==> src/rtl/dff_scoreboard_if.sv <==
// ---------------------------------------------------------------------------
// dff_scoreboard_if
//
// Bundles the control, stimulus and status signals of dff_scoreboard so the
// scoreboard can be dropped next to the DFF stage with a single connection.
//
//   start          one-cycle pulse: clear everything and begin a run
//   num_checks     number of compares for the run, sampled with start
//   exp_valid      exp_data is the value driven onto the DFF D input
//   exp_data       expected value, pushed into the scoreboard FIFO
//   obs_valid      obs_data is a sampled DFF Q to compare this cycle
//   obs_data       observed DFF Q value
//   busy / done    run in progress / run complete
//   pass           run complete with no mismatch, overflow or underflow
//   match_cnt      saturating count of equal compares
//   mismatch_cnt   saturating count of unequal compares
//   overflow       sticky: push attempted while the FIFO was full
//   underflow      sticky: observation arrived while the FIFO was empty
//   first_err_*    index, expected and observed value of the first mismatch
//
// Modports: master drives stimulus and reads status (bench / bring-up
// logic); slave is the scoreboard itself. DATA_W and CNT_W must match the
// values used on the dff_scoreboard instance.
// ---------------------------------------------------------------------------
interface dff_scoreboard_if #(
    parameter int DATA_W = 4,
    parameter int CNT_W  = 8
);
    logic              start;
    logic [CNT_W-1:0]  num_checks;
    logic              exp_valid;
    logic [DATA_W-1:0] exp_data;
    logic              obs_valid;
    logic [DATA_W-1:0] obs_data;

    logic              busy;
    logic              done;
    logic              pass;
    logic [CNT_W-1:0]  match_cnt;
    logic [CNT_W-1:0]  mismatch_cnt;
    logic              overflow;
    logic              underflow;
    logic [CNT_W-1:0]  first_err_idx;
    logic [DATA_W-1:0] first_err_exp;
    logic [DATA_W-1:0] first_err_obs;

    modport master (
        output start, num_checks, exp_valid, exp_data, obs_valid, obs_data,
        input  busy, done, pass, match_cnt, mismatch_cnt, overflow, underflow,
               first_err_idx, first_err_exp, first_err_obs
    );

    modport slave (
        input  start, num_checks, exp_valid, exp_data, obs_valid, obs_data,
        output busy, done, pass, match_cnt, mismatch_cnt, overflow, underflow,
               first_err_idx, first_err_exp, first_err_obs
    );
endinterface

==> src/rtl/dff_scoreboard.sv <==
// ---------------------------------------------------------------------------
// dff_scoreboard
//
// In-order hardware scoreboard for the D flip-flop stage. Every value driven
// onto D is pushed into a small expected-value FIFO; every sampled Q pops the
// head and is compared against it. Match/mismatch counts, sticky
// overflow/underflow flags and the details of the first mismatch are kept,
// and the run finishes after a programmed number of compares.
//
// Ports:
//   clk   rising-edge clock
//   rst   synchronous, active-high reset (highest priority)
//   sb    dff_scoreboard_if.slave: start/num_checks, exp_*/obs_* stimulus,
//         busy/done/pass and the result counters and flags
//
// Parameters:
//   DATA_W  width of the compared D/Q data
//   DEPTH   expected-FIFO entries (power of two, >= 2)
//   CNT_W   width of the counters and of num_checks
// ---------------------------------------------------------------------------
module dff_scoreboard #(
    parameter int DATA_W = 4,
    parameter int DEPTH  = 8,
    parameter int CNT_W  = 8
) (
    input  logic            clk,
    input  logic            rst,
    dff_scoreboard_if.slave sb
);

    localparam int PTR_W = $clog2(DEPTH);
    // One extra state beyond DEPTH so full and empty never alias.
    localparam int OCC_W = $clog2(DEPTH + 1);

    localparam logic [CNT_W-1:0] CNT_MAX  = '1;
    localparam logic [OCC_W-1:0] OCC_FULL = OCC_W'(DEPTH);

    typedef enum logic [1:0] {
        ST_IDLE,
        ST_RUN,
        ST_DONE
    } state_e;

    // -----------------------------------------------------------------------
    // State
    // -----------------------------------------------------------------------
    state_e            state_q, state_d;
    logic [CNT_W-1:0]  target_q, target_d;
    logic [CNT_W-1:0]  checks_done_q, checks_done_d;
    logic [CNT_W-1:0]  match_cnt_q, match_cnt_d;
    logic [CNT_W-1:0]  mismatch_cnt_q, mismatch_cnt_d;
    logic              overflow_q, overflow_d;
    logic              underflow_q, underflow_d;
    logic [CNT_W-1:0]  first_err_idx_q, first_err_idx_d;
    logic [DATA_W-1:0] first_err_exp_q, first_err_exp_d;
    logic [DATA_W-1:0] first_err_obs_q, first_err_obs_d;

    logic [PTR_W-1:0]  wr_ptr_q, wr_ptr_d;
    logic [PTR_W-1:0]  rd_ptr_q, rd_ptr_d;
    logic [OCC_W-1:0]  occ_q, occ_d;

    logic [DATA_W-1:0] mem_q [DEPTH];

    // FIFO status and the per-cycle push/pop decisions.
    logic              fifo_empty;
    logic              fifo_full;
    logic [DATA_W-1:0] fifo_head;
    logic              do_push;
    logic              do_pop;

    assign fifo_empty = (occ_q == '0);
    assign fifo_full  = (occ_q == OCC_FULL);
    assign fifo_head  = mem_q[rd_ptr_q];

    // -----------------------------------------------------------------------
    // Next-state logic
    // -----------------------------------------------------------------------
    always_comb begin
        // NOTE: every signal assigned here starts from a default so no path
        // leaves it unassigned, which would otherwise infer a latch.
        state_d         = state_q;
        target_d        = target_q;
        checks_done_d   = checks_done_q;
        match_cnt_d     = match_cnt_q;
        mismatch_cnt_d  = mismatch_cnt_q;
        overflow_d      = overflow_q;
        underflow_d     = underflow_q;
        first_err_idx_d = first_err_idx_q;
        first_err_exp_d = first_err_exp_q;
        first_err_obs_d = first_err_obs_q;
        wr_ptr_d        = wr_ptr_q;
        rd_ptr_d        = rd_ptr_q;
        occ_d           = occ_q;
        do_push         = 1'b0;
        do_pop          = 1'b0;

        if (sb.start) begin
            // start works from any state and wins over the stimulus inputs
            // of the same cycle: the run begins on a clean slate.
            target_d        = sb.num_checks;
            checks_done_d   = '0;
            match_cnt_d     = '0;
            mismatch_cnt_d  = '0;
            overflow_d      = 1'b0;
            underflow_d     = 1'b0;
            first_err_idx_d = '0;
            first_err_exp_d = '0;
            first_err_obs_d = '0;
            wr_ptr_d        = '0;
            rd_ptr_d        = '0;
            occ_d           = '0;
            // A zero-length run has nothing to compare and completes at once.
            state_d         = (sb.num_checks == '0) ? ST_DONE : ST_RUN;
        end else if (state_q == ST_RUN) begin
            // No bypass: an observation against an empty FIFO never sees the
            // value being pushed in the same cycle.
            do_pop  = sb.obs_valid && !fifo_empty;
            // A full FIFO still accepts a push when the head leaves this
            // cycle, so occupancy stays at DEPTH.
            do_push = sb.exp_valid && (!fifo_full || do_pop);

            if (sb.exp_valid && !do_push) begin
                overflow_d = 1'b1;
            end
            if (sb.obs_valid && fifo_empty) begin
                underflow_d = 1'b1;
            end

            if (do_push) begin
                wr_ptr_d = wr_ptr_q + 1'b1;
            end

            if (do_pop) begin
                rd_ptr_d      = rd_ptr_q + 1'b1;
                checks_done_d = checks_done_q + 1'b1;
                if (fifo_head == sb.obs_data) begin
                    if (match_cnt_q != CNT_MAX) begin
                        match_cnt_d = match_cnt_q + 1'b1;
                    end
                end else begin
                    if (mismatch_cnt_q != CNT_MAX) begin
                        mismatch_cnt_d = mismatch_cnt_q + 1'b1;
                    end
                    // mismatch_cnt saturates rather than wraps, so a zero
                    // count marks this compare as the first mismatch.
                    if (mismatch_cnt_q == '0) begin
                        first_err_idx_d = checks_done_q;
                        first_err_exp_d = fifo_head;
                        first_err_obs_d = sb.obs_data;
                    end
                end
            end

            occ_d = occ_q + OCC_W'(do_push) - OCC_W'(do_pop);

            // Leaving RUN on the edge of the final compare makes done visible
            // the following cycle, exactly when busy drops.
            if (checks_done_d == target_q) begin
                state_d = ST_DONE;
            end
        end
    end

    // -----------------------------------------------------------------------
    // Registers
    // -----------------------------------------------------------------------
    always_ff @(posedge clk) begin
        // NOTE: state flops use non-blocking assignments so every register
        // samples the pre-edge values, independent of statement order.
        if (rst) begin
            state_q         <= ST_IDLE;
            target_q        <= '0;
            checks_done_q   <= '0;
            match_cnt_q     <= '0;
            mismatch_cnt_q  <= '0;
            overflow_q      <= 1'b0;
            underflow_q     <= 1'b0;
            first_err_idx_q <= '0;
            first_err_exp_q <= '0;
            first_err_obs_q <= '0;
            wr_ptr_q        <= '0;
            rd_ptr_q        <= '0;
            occ_q           <= '0;
        end else begin
            state_q         <= state_d;
            target_q        <= target_d;
            checks_done_q   <= checks_done_d;
            match_cnt_q     <= match_cnt_d;
            mismatch_cnt_q  <= mismatch_cnt_d;
            overflow_q      <= overflow_d;
            underflow_q     <= underflow_d;
            first_err_idx_q <= first_err_idx_d;
            first_err_exp_q <= first_err_exp_d;
            first_err_obs_q <= first_err_obs_d;
            wr_ptr_q        <= wr_ptr_d;
            rd_ptr_q        <= rd_ptr_d;
            occ_q           <= occ_d;
        end
    end

    // NOTE: the FIFO storage has no reset; an entry is only ever read after
    // it has been written, and leaving it out lets the array map to RAM.
    always_ff @(posedge clk) begin
        if (do_push) begin
            mem_q[wr_ptr_q] <= sb.exp_data;
        end
    end

    // -----------------------------------------------------------------------
    // Outputs (all decoded directly from registers)
    // -----------------------------------------------------------------------
    assign sb.busy          = (state_q == ST_RUN);
    assign sb.done          = (state_q == ST_DONE);
    assign sb.pass          = (state_q == ST_DONE) && (mismatch_cnt_q == '0) &&
                              !overflow_q && !underflow_q;
    assign sb.match_cnt     = match_cnt_q;
    assign sb.mismatch_cnt  = mismatch_cnt_q;
    assign sb.overflow      = overflow_q;
    assign sb.underflow     = underflow_q;
    assign sb.first_err_idx = first_err_idx_q;
    assign sb.first_err_exp = first_err_exp_q;
    assign sb.first_err_obs = first_err_obs_q;

endmodule

==> src/flat_wrapper.sv <==
// flat-port wrapper written by rule: the top's interface ports become plain ports
module dff_scoreboard_flat 
#(
    parameter int DATA_W = 4,
    parameter int DEPTH  = 8,
    parameter int CNT_W  = 8
)
  (clk, rst, sb_start, sb_num_checks, sb_exp_valid, sb_exp_data, sb_obs_valid, sb_obs_data, sb_busy, sb_done, sb_pass, sb_match_cnt, sb_mismatch_cnt, sb_overflow, sb_underflow, sb_first_err_idx, sb_first_err_exp, sb_first_err_obs);
  dff_scoreboard_if #(.DATA_W(DATA_W), .CNT_W(CNT_W)) sb_i ();
  input  logic clk;
  input  logic rst;
  input wire logic [$bits(sb_i.start)-1:0] sb_start;
  input wire logic [$bits(sb_i.num_checks)-1:0] sb_num_checks;
  input wire logic [$bits(sb_i.exp_valid)-1:0] sb_exp_valid;
  input wire logic [$bits(sb_i.exp_data)-1:0] sb_exp_data;
  input wire logic [$bits(sb_i.obs_valid)-1:0] sb_obs_valid;
  input wire logic [$bits(sb_i.obs_data)-1:0] sb_obs_data;
  output wire logic [$bits(sb_i.busy)-1:0] sb_busy;
  output wire logic [$bits(sb_i.done)-1:0] sb_done;
  output wire logic [$bits(sb_i.pass)-1:0] sb_pass;
  output wire logic [$bits(sb_i.match_cnt)-1:0] sb_match_cnt;
  output wire logic [$bits(sb_i.mismatch_cnt)-1:0] sb_mismatch_cnt;
  output wire logic [$bits(sb_i.overflow)-1:0] sb_overflow;
  output wire logic [$bits(sb_i.underflow)-1:0] sb_underflow;
  output wire logic [$bits(sb_i.first_err_idx)-1:0] sb_first_err_idx;
  output wire logic [$bits(sb_i.first_err_exp)-1:0] sb_first_err_exp;
  output wire logic [$bits(sb_i.first_err_obs)-1:0] sb_first_err_obs;
  assign sb_i.start = sb_start;
  assign sb_i.num_checks = sb_num_checks;
  assign sb_i.exp_valid = sb_exp_valid;
  assign sb_i.exp_data = sb_exp_data;
  assign sb_i.obs_valid = sb_obs_valid;
  assign sb_i.obs_data = sb_obs_data;
  assign sb_busy = sb_i.busy;
  assign sb_done = sb_i.done;
  assign sb_pass = sb_i.pass;
  assign sb_match_cnt = sb_i.match_cnt;
  assign sb_mismatch_cnt = sb_i.mismatch_cnt;
  assign sb_overflow = sb_i.overflow;
  assign sb_underflow = sb_i.underflow;
  assign sb_first_err_idx = sb_i.first_err_idx;
  assign sb_first_err_exp = sb_i.first_err_exp;
  assign sb_first_err_obs = sb_i.first_err_obs;
  dff_scoreboard #(.DATA_W(DATA_W), .DEPTH(DEPTH), .CNT_W(CNT_W)) u_core (.clk(clk), .rst(rst), .sb(sb_i));
endmodule
==> config.mk <==
export PLATFORM = sky130hd
export DESIGN_NAME = dff_scoreboard_flat
export DESIGN_NICKNAME = d
export VERILOG_FILES = /design/src/rtl/dff_scoreboard_if.sv /design/src/rtl/dff_scoreboard.sv /design/src/flat_wrapper.sv
export SDC_FILE = /design/constraint.sdc
export NUM_CORES = 1
export LEC_CHECK = 0
export BUFFER_PORTS_ARGS = -buffer_cell sky130_fd_sc_hd__buf_2
export CELL_PAD_IN_SITES_DETAIL_PLACEMENT = 1
export CELL_PAD_IN_SITES_GLOBAL_PLACEMENT = 2
export CORE_ASPECT_RATIO = 1.25
export CORE_MARGIN = 2
export CORE_UTILIZATION = 39
export CTS_CLUSTER_DIAMETER = 40
export DETAILED_ROUTE_END_ITERATION = 6
export GPL_TIMING_DRIVEN = 0
export MAX_ROUTING_LAYER = met4
export PLACE_DENSITY_LB_ADDON = 0.1
export SLEW_MARGIN = 10
export SYNTH_ARGS = -nofsm -noshare
export SYNTH_HDL_FRONTEND = slang
export SYNTH_SLANG_ARGS = --single-unit
==> constraint.sdc <==
create_clock -name clk -period 5.55 [get_ports clk]
set_input_delay 0.8325 -clock clk [delete_from_list [all_inputs] [get_ports clk]]
set_output_delay 0.8325 -clock clk [all_outputs]
set_load 0.05 [all_outputs]
==> results.toml, run 1 <==
[power]
power_frac_comb_pct = 6.5
intPower_mw = 1.09
total_power_mw = 1.45
leakage_nw = 1.90
power.density_nw_per_um2 = 277
power_frac_clock_pct = 42.0
switching_share_pct = 24.9
ir_worst_vdd_uv = 166
switchingPower_mw = 0.361
p_seq_share_pct = 51.5

[clock_tree]
cts_tree = "done"
cts_buffers = 9
post_cts_buffers = 0
ctsRootBufferMaster = "clkbuf_16"
h-tree-depth = 3
cts-resized-gates = 0
path_clk_slew_ps = 70
hold_buffers = 0
clock_path_buffers = 2
clock_sinks = 97
clk_latency_ps = 350

[placement]
port_buffers = 57
globalplace.congestion = 0.809
dp_cells = 640
pre_cts_ws_ps = 2480
dp_hpwl_um = 8720
placed_area_sq_um = 4940

[routing]
wl_per_cell_um = 17.6
first_pass_iters = 4
vias = 3538
drt_iter0_markers = 114
via_per_inst = 5.39
drc = 0
wl_um = 11600
ant_nets = 0

[die]
die_area_sq_um = 12400
start_util_pct = 40.2
coreArea_sq_um = 11100
ioPinCount = 58
dieWidth_um = 99.9
rows = 43
die_h_um = 124

[critical_path]
startpoint_type = "flip-flop"
path_class = "reg2reg"
r2r_start = "u_core.occ_q[3]"
cp-end-kind = "flip-flop"
cp_top_family = "buffers and inverters"
cp_slowest_stage_delay_ps = 520
worstPathArrival_ps = 3280
startpoint = "u_core.occ_q[3]"
cp_max_fo = 10
worst-path-buf-inv = 4
cp_common_cell = "clkbuf_1"
critical_path_required_ps = 5830
crit_slowest_cell = "clkbuf_1"
crit_path_cell_trace = "inv_1, ha_1, or3b_2, clkbuf_1, and3_1, clkbuf_1, nor2b_1, clkbuf_1, nand3_1, a21oi_1"

[logic_synthesis]
ys.flop_type = "dfxtp_1"
yosysWarnings = 0
ys_types = 49
ys_ff_latch = 97
async_flop_share_pct = 0
synthCells = 448
synth_area_sq_um = 4480
syn_avg_cell_area_sq_um = 10.0
syn_nets = 482
yosysSeqAreaShare_pct = 50.5
synth-edff-count = 32

[grt]
grt_max_degree = 19
antenna_found_initial = 0
grt_pass1_vias = 3550
grt_use_total_pct = 20.3
overflow = 0
grt_pass1_wl_um = 18500

[sta]
max_freq_mhz = 333
setup_viol = 0
skew_ps = 7.68
tns_ps = 0
hold_viol = 0
layout_setup_ws_ps = 2540
worst-slew-pin-transition_ps = 1110
relSlewSlack_pct = 24.7
rsz0062_at_grt = "no"
slew_violations = 0
period_share_pct = 54.1
whs_ps = 455
fin_crit_ps = 3010

[layout]
fill_cells = 1271
stdcell_area_sq_um = 5220
antenna_cells = 0
multi_input_area_sq_um = 2050
fin_cells = 656
final-seq-area_sq_um = 2260
final_util_pct = 46.9
syn_to_final_growth_pct = 16.5
final_net_count = 550
drive_gt1_share_pct = 16.1

[job]
cap_violations = 0

[outcome]
status = "finished clean"

[worst_hold_path]
hold_class = "reg2reg"
worstHoldStart = "u_core.occ_q[2]"
-- cell families (layout without fill, tap and decap cells) --
group                    count (synthesis)  count (layout)  synth area share (%)
adder cells (fa/ha/maj)                 13              13                  3.80
multiplexers                            32              32                  8.01
buffers and inverters                   36             109                  3.68
AO/OA/AOI/OAI                           82              82                  10.6
flip-flops                              97              97                  50.5
AND/OR/NAND/NOR                        160             160                  18.0
XOR/XNOR                                28              28                  5.47
-- cell usage in the layout, fill, tap and decap left out, drive strengths merged, types with 13 or more instances in the layout --
cell,count
dfxtp,65
o21ai,27
xnor2,15
a21oi,33
mux2i,28
nand3,27
clkbuf,27
inv,16
nand2,36
edfxtp,32
nor2,37
buf,63
xor2,13
-- flip-flops by register name, indices dropped and copies added (netlist names), named ones only --
signal and cells:
u_core.checks_done_q 8, u_core.mem_q 32, u_core.occ_q 4, u_core.rd_ptr_q 3
u_core.sb.first_err_exp 4, u_core.sb.first_err_idx 8, u_core.sb.first_err_obs 4, u_core.sb.match_cnt 8
u_core.sb.mismatch_cnt 8, u_core.sb.overflow 1, u_core.sb.underflow 1, u_core.state_q 2
u_core.target_q 8, u_core.wr_ptr_q 3
-- synthesized netlist by cell type, drive strengths merged, types with 2 or more instances --
cell / n / area, sq um
nor3: 8 / 40.0
a21oi: 33 / 165
or3: 10 / 62.6
nor2b: 7 / 43.8
clkbuf: 18 / 67.6
nand4: 3 / 18.8
or4: 9 / 67.6
nor4b: 3 / 26.3
ha: 12 / 150
and2: 2 / 12.5
dfxtp: 65 / 1300
a211oi: 3 / 22.5
buf: 6 / 52.6
nor2: 37 / 139
a21o: 2 / 15.0
or3b: 2 / 17.5
o211ai: 2 / 15.0
mux2i: 28 / 280
nor4: 6 / 37.5
edfxtp: 32 / 961
inv: 12 / 45.0
and4: 2 / 17.5
nand2: 36 / 135
mux4: 3 / 67.6
o21ai: 27 / 135
o21a: 3 / 22.5
nand3: 27 / 135
and3: 4 / 25.0
xor2: 13 / 114
o31ai: 4 / 30.0
nand3b: 2 / 15.0
xnor2: 15 / 131
-- path summary, 6_finish.rpt --
kind	endpoint	slack, ps	cells past startpoint
setup reg to reg	u_core.sb.first_err_idx[4]	2540	10
hold reg to reg	u_core.occ_q[2]	460	2
hold / removal	u_core.occ_q[2]	460	2
setup / recovery	u_core.sb.first_err_idx[4]	2540	10
-- worst min-delay path, cell delays in order (launching register included) --
cell	delay, ps
dfxtp_1	310
nand2_1	50
a21oi_1	50
-- final cells by class --
cell class	count	share of cell area (%)
flip-flops and latches	97	43.3
repair buffers	57	5.46
clock buffers	9	4.31
well taps	135	3.23
multi-input cells	315	39.3
inverters	12	0.862
plain buffers	24	2.30
clock inverters	7	1.17
-- power by group through the flow --
stage          Combinational [mW]  Sequential (mW)  Clock [mW]
3_3_place_gp               0.0929            0.761           0
4_1_cts                    0.0956            0.744       0.623
5_1_grt                     0.105            0.745       0.656
3_5_place_dp               0.0951            0.761           0
6_report                   0.0939            0.744       0.608
2_1_floorplan              0.0601            0.761           0
-- per-layer routing --
layer / up-vias / global-route usage [%] / routed length, um
met5: - / - / 0
met4: 0 / 6.93 / 199
met3: 15 / 4.21 / 433
met2: 48 / 35.3 / 5920
met1: 1729 / 23.4 / 5000
li1: 1746 / - / -
Power figures use the tool's default switching activity.
==> inputs of run 2 (changes only) <==
- CORE_UTILIZATION: 39 -> 33
- clock period: 5.55 -> 2.5 ns (I/O delays scaled with it)
==> run 2 against run 1 <==
  * Clock skew rose by 3.2 ps
  * Cell area increased by 9.3%
  * Die area grew 17%
  * Sequential share of layout area down 3.7 points
  * Fmax grew 21%
  * Count of clock-buffer cells in the layout stayed put
  * Final cell count grew 6.6%
  * Combinational power rose to 2.5 times the previous value
  * Sequential power grew 120%
  * First-iteration DRC count down 7.9%
  * Critical endpoint is now u_core.sb.mismatch_cnt[4]
==> results.toml, run 2 (synthesis results as in run 1) <==
[outcome]
status = "finished clean"

[placement]
dp_hpwl_um = 9090
dp_cells = 676
globalplace.congestion = 0.811
placed_area_sq_um = 4990
port_buffers = 57

[critical_path]
worstPathArrival_ps = 2770
critical_path_required_ps = 2790
startpoint_type = "flip-flop"
cp_max_fo = 7
path_class = "reg2reg"
cp-end-kind = "flip-flop"

[grt]
grt_use_total_pct = 18.2
antenna_found_initial = 0
grt_max_degree = 20
overflow = 0
grt_pass1_vias = 3699
grt_pass1_wl_um = 19500

[sta]
slew_violations = 0
worst-slew-pin-transition_ps = 742
tns_ps = 0
hold_viol = 0
rsz0062_at_grt = "yes"
setup_viol = 0
max_freq_mhz = 403
relSlewSlack_pct = 50.5
period_share_pct = 99.2
skew_ps = 10.9
whs_ps = 282
fin_crit_ps = 2480

[routing]
via_per_inst = 5.15
wl_per_cell_um = 18.1
vias = 3601
drt_iter0_markers = 105
first_pass_iters = 4
wl_um = 12700
drc = 0
ant_nets = 0

[die]
ioPinCount = 58
dieWidth_um = 108
rows = 47
start_util_pct = 33.9
coreArea_sq_um = 13200
die_h_um = 134
die_area_sq_um = 14500

[power]
ir_worst_vdd_uv = 323
power.density_nw_per_um2 = 574
intPower_mw = 2.43
power_frac_clock_pct = 42.2
power_frac_comb_pct = 7.3
leakage_nw = 2.05
switching_share_pct = 25.6
switchingPower_mw = 0.838
p_seq_share_pct = 50.5

[layout]
syn_to_final_growth_pct = 27.3
antenna_cells = 0
final_util_pct = 43.1
largest_register = "u_core.mem_q"
drive_gt1_share_pct = 26.7
fin_cells = 699
stdcell_area_sq_um = 5710
fill_cells = 1483
layout_commonest_cell = "dfxtp_1"
largest_register_ff_count = 32
layout_common_cells = "dfxtp_1 (64), buf_2 (56), nor2_1 (36)"
final_net_count = 557

[clock_tree]
clock_sinks = 97
clock_path_buffers = 2
cts_buffers = 9
cts_tree = "done"
ctsRootBufferMaster = "clkbuf_16"
path_clk_slew_ps = 80
h-tree-depth = 3
clk_latency_ps = 350

[worst_hold_path]
hold_class = "in2reg"

[job]
cap_violations = 0
[run 2: critical path, stage by stage, from the launching register on]
cell,delay [ps]
dfxtp_2,320
buf_6,130
clkbuf_16,160
mux2i_1,130
mux4_2,540
xor2_4,190
o2111a_2,200
buf_6,140
or4_4,480
a21oi_2,120
[run 2: power groups by stage]
stage	clock (mW)	sequential, mW	combinational (mW)
2_1_floorplan	0	1.69	0.134
3_3_place_gp	0	1.69	0.210
3_5_place_dp	0	1.69	0.215
4_1_cts	1.42	1.65	0.224
5_1_grt	1.48	1.65	0.265
6_report	1.38	1.65	0.239
[run 2: through the flow]
step	worst slack [ps]	power, mW
floorplan	-21.2	1.82
global route	-130	3.40
detailed placement	-604	1.90
CTS	0.196	3.30
global placement	-568	1.90
finish	19.5	3.27
[run 2: final timing paths]
path / from / endpoint / depth (start not counted) / slack, ps
max: flip-flop / u_core.sb.mismatch_cnt[4] / 9 / 20
min: sb_num_checks[1] / u_core.target_q[1] / 3 / 280
max reg2reg: flip-flop / u_core.sb.mismatch_cnt[4] / 9 / 20
min reg2reg: u_core.occ_q[2] / u_core.occ_q[2] / 2 / 450
[run 2: cell type report]
| type | count | area (sq um) | area share, % |
|---|---|---|---|
| Inverter | 12 | 45.0 | 0.789 |
| Tap cell | 171 | 214 | 3.75 |
| Timing Repair Buffer | 68 | 409 | 7.17 |
| Clock buffer | 9 | 225 | 3.95 |
| Clock inverter | 7 | 68.8 | 1.21 |
| Sequential cell | 97 | 2260 | 39.7 |
| Multi-Input combinational cell | 315 | 2320 | 40.7 |
| Buffer | 20 | 158 | 2.76 |
[run 2: layer usage]
| metal | global-route usage [%] | share of wire (%) | vias up |
|---|---|---|---|
| met1 | 21.2 | 44 | 1776 |
| met2 | 31.7 | 53 | 40 |
| met5 | - | 0 | - |
| met4 | 5.48 | 1.7 | 0 |
| met3 | 3.06 | 1.9 | 14 |
| li1 | - | - | 1771 |
[run 2: timing repair]
action                                  in CTS  in global routing
endpoints found under the setup margin      41                 50
gates resized for setup                     27                 53
hold buffers                                 0                  0
gates cloned                                 0                  3
pin swaps                                    1                 15
buffers inserted                             1                  7
==> inputs of run 3 (changes only) <==
- BUFFER_PORTS_ARGS: -buffer_cell sky130_fd_sc_hd__buf_2 -> -buffer_cell sky130_fd_sc_hd__buf_4
==> run 3 against run 2 <==
  * Cell area is 1.1% higher
  * Total power rose by 3.0%
  * Combinational power increased by 2%
  * Critical path depth decreased by 1
  * Sequential cell count did not move
  * Core utilization grew 0.49 points
  * Largest cell class unchanged
==> results.toml, run 3 (synthesis results as in run 1) <==
[outcome]
status = "finished clean"

[power]
power.density_nw_per_um2 = 584
intPower_mw = 2.55
switching_share_pct = 24.5
switchingPower_mw = 0.825
leakage_nw = 2.04
ir_worst_vdd_uv = 304
power_frac_comb_pct = 7.2
p_seq_share_pct = 49.0
total_power_mw = 3.37
power_frac_clock_pct = 43.7

[layout]
largest_register = "u_core.mem_q"
syn_to_final_growth_pct = 28.8
antenna_cells = 0
final-seq-area_sq_um = 2270
layout_common_cells = "buf_4 (64), dfxtp_1 (64), nor2_1 (35), nand2_1 (35), edfxtp_1 (32)"
final_net_count = 555
fill_cells = 1492
drive_gt1_share_pct = 24.7
stdcell_area_sq_um = 5770
largest_register_ff_count = 32
multi_input_area_sq_um = 2280

[critical_path]
cp-end-kind = "flip-flop"
startpoint_type = "flip-flop"
worst-path-buf-inv = 2
cp_max_fo = 7
reg2reg_to = "u_core.sb.mismatch_cnt[4]"
cp_slowest_stage_delay_ps = 570
crit_path_cell_trace = "buf_12, mux2i_1, mux4_2, xor2_4, o2111a_2, buf_6, or4_4, a21oi_2"
reg2reg_depth = 8
crit_slowest_cell = "mux4_2"
path_class = "reg2reg"
cp_top_family = "multiplexers"
worstPathArrival_ps = 2770
reg2reg_setup_slack_ps = 10
critical_path_required_ps = 2780

[clock_tree]
cts_buffers = 9
clock_sinks = 97
path_clk_slew_ps = 80
clk_latency_ps = 350
ctsRootBufferMaster = "clkbuf_16"
h-tree-depth = 3
cts_tree = "done"
clock_path_buffers = 2

[placement]
dp_hpwl_um = 9060
placed_area_sq_um = 5130
globalplace.congestion = 0.809
port_buffers = 57

[sta]
setup_viol = 0
relSlewSlack_pct = 53.0
period_share_pct = 99.5
slew_violations = 0
max_freq_mhz = 402
hold_viol = 0
tns_ps = 0
rsz0062_at_grt = "yes"
skew_ps = 11.0
fin_crit_ps = 2490
worst-slew-pin-transition_ps = 705

[die]
dieWidth_um = 108
die_area_sq_um = 14500
coreArea_sq_um = 13200
start_util_pct = 33.9
ioPinCount = 58
die_h_um = 134
rows = 47

[routing]
ant_nets = 0
drt_iter0_markers = 126
drc = 0
wl_um = 12200
vias = 3557
via_per_inst = 5.10
wl_per_cell_um = 17.5
first_pass_iters = 4

[job]
cap_violations = 0

[worst_hold_path]
worstHoldStart = "sb_exp_data[0]"
hold_depth = 1
hold_class = "in2reg"
hold_path_end = "u_core.mem_q[5][0]"

[grt]
grt_pass1_wl_um = 19300
grt_use_total_pct = 17.9
overflow = 0
antenna_found_initial = 0
grt_pass1_vias = 3612
grt_max_degree = 20
-- run 3: worst max path at each step --
stage               slack (ps)                    endpoint  cells past startpoint
floorplan                  -20                     sb_pass                      5
global placement          -580  u_core.sb.first_err_obs[2]                     10
detailed placement        -570  u_core.sb.first_err_obs[0]                     10
CTS                          3   u_core.sb.mismatch_cnt[4]                      9
global route               -60   u_core.sb.mismatch_cnt[6]                      8
finish                      10   u_core.sb.mismatch_cnt[4]                      8
-- run 3: worst register-to-register path, stage by stage (launching register included) --
cell and delay, ps:
dfxtp_4 390, buf_12 150, mux2i_1 110, mux4_2 570
xor2_4 230, o2111a_2 180, buf_6 140, or4_4 510
a21oi_2 150
-- run 3: routing by layer --
| metal | track usage, % | part of all wire, % |
|---|---|---|
| met5 | - | 0 |
| met4 | 3.85 | 0.92 |
| met3 | 2.87 | 2.3 |
| met2 | 31.7 | 53 |
| met1 | 21.3 | 44 |
-- run 3: timing repair --
action                                  CTS  global route
gates resized for setup                  30            37
pin swaps                                 5             6
endpoints found under the setup margin   41            55
hold endpoints to repair                  0             0
setup buffers                             3             2
cloned                                    1             2
hold buffers                              0             0
-- run 3: per-stage QoR --
step	std cells	util, %	hold slack, ps	worst slack, ps
after floorplan	448	-	432	-21.2
after global placement	676	38.8	449	-580
after detailed placement	676	38.8	453	-571
after CTS	694	42.2	255	3.06
after global routing	697	43.6	259	-62.9
final	697	43.6	261	12.8
-- run 3: cell type report --
| type | count | area share, % |
|---|---|---|
| plain buffers | 21 | 2.41 |
| clock buffers | 9 | 3.90 |
| clock inverters | 7 | 1.58 |
| inverters | 12 | 0.780 |
| multi-input cells | 315 | 39.5 |
| flip-flops and latches | 97 | 39.3 |
| well taps | 171 | 3.71 |
| repair buffers | 65 | 8.89 |
-- run 3: power by group through the flow --
stage	Clock, mW	Sequential [mW]	Combinational [mW]
after floorplan	0	1.69	0.134
after global placement	0	1.69	0.221
after detailed placement	0	1.69	0.225
after CTS	1.51	1.65	0.237
after global routing	1.56	1.65	0.271
final	1.47	1.65	0.244
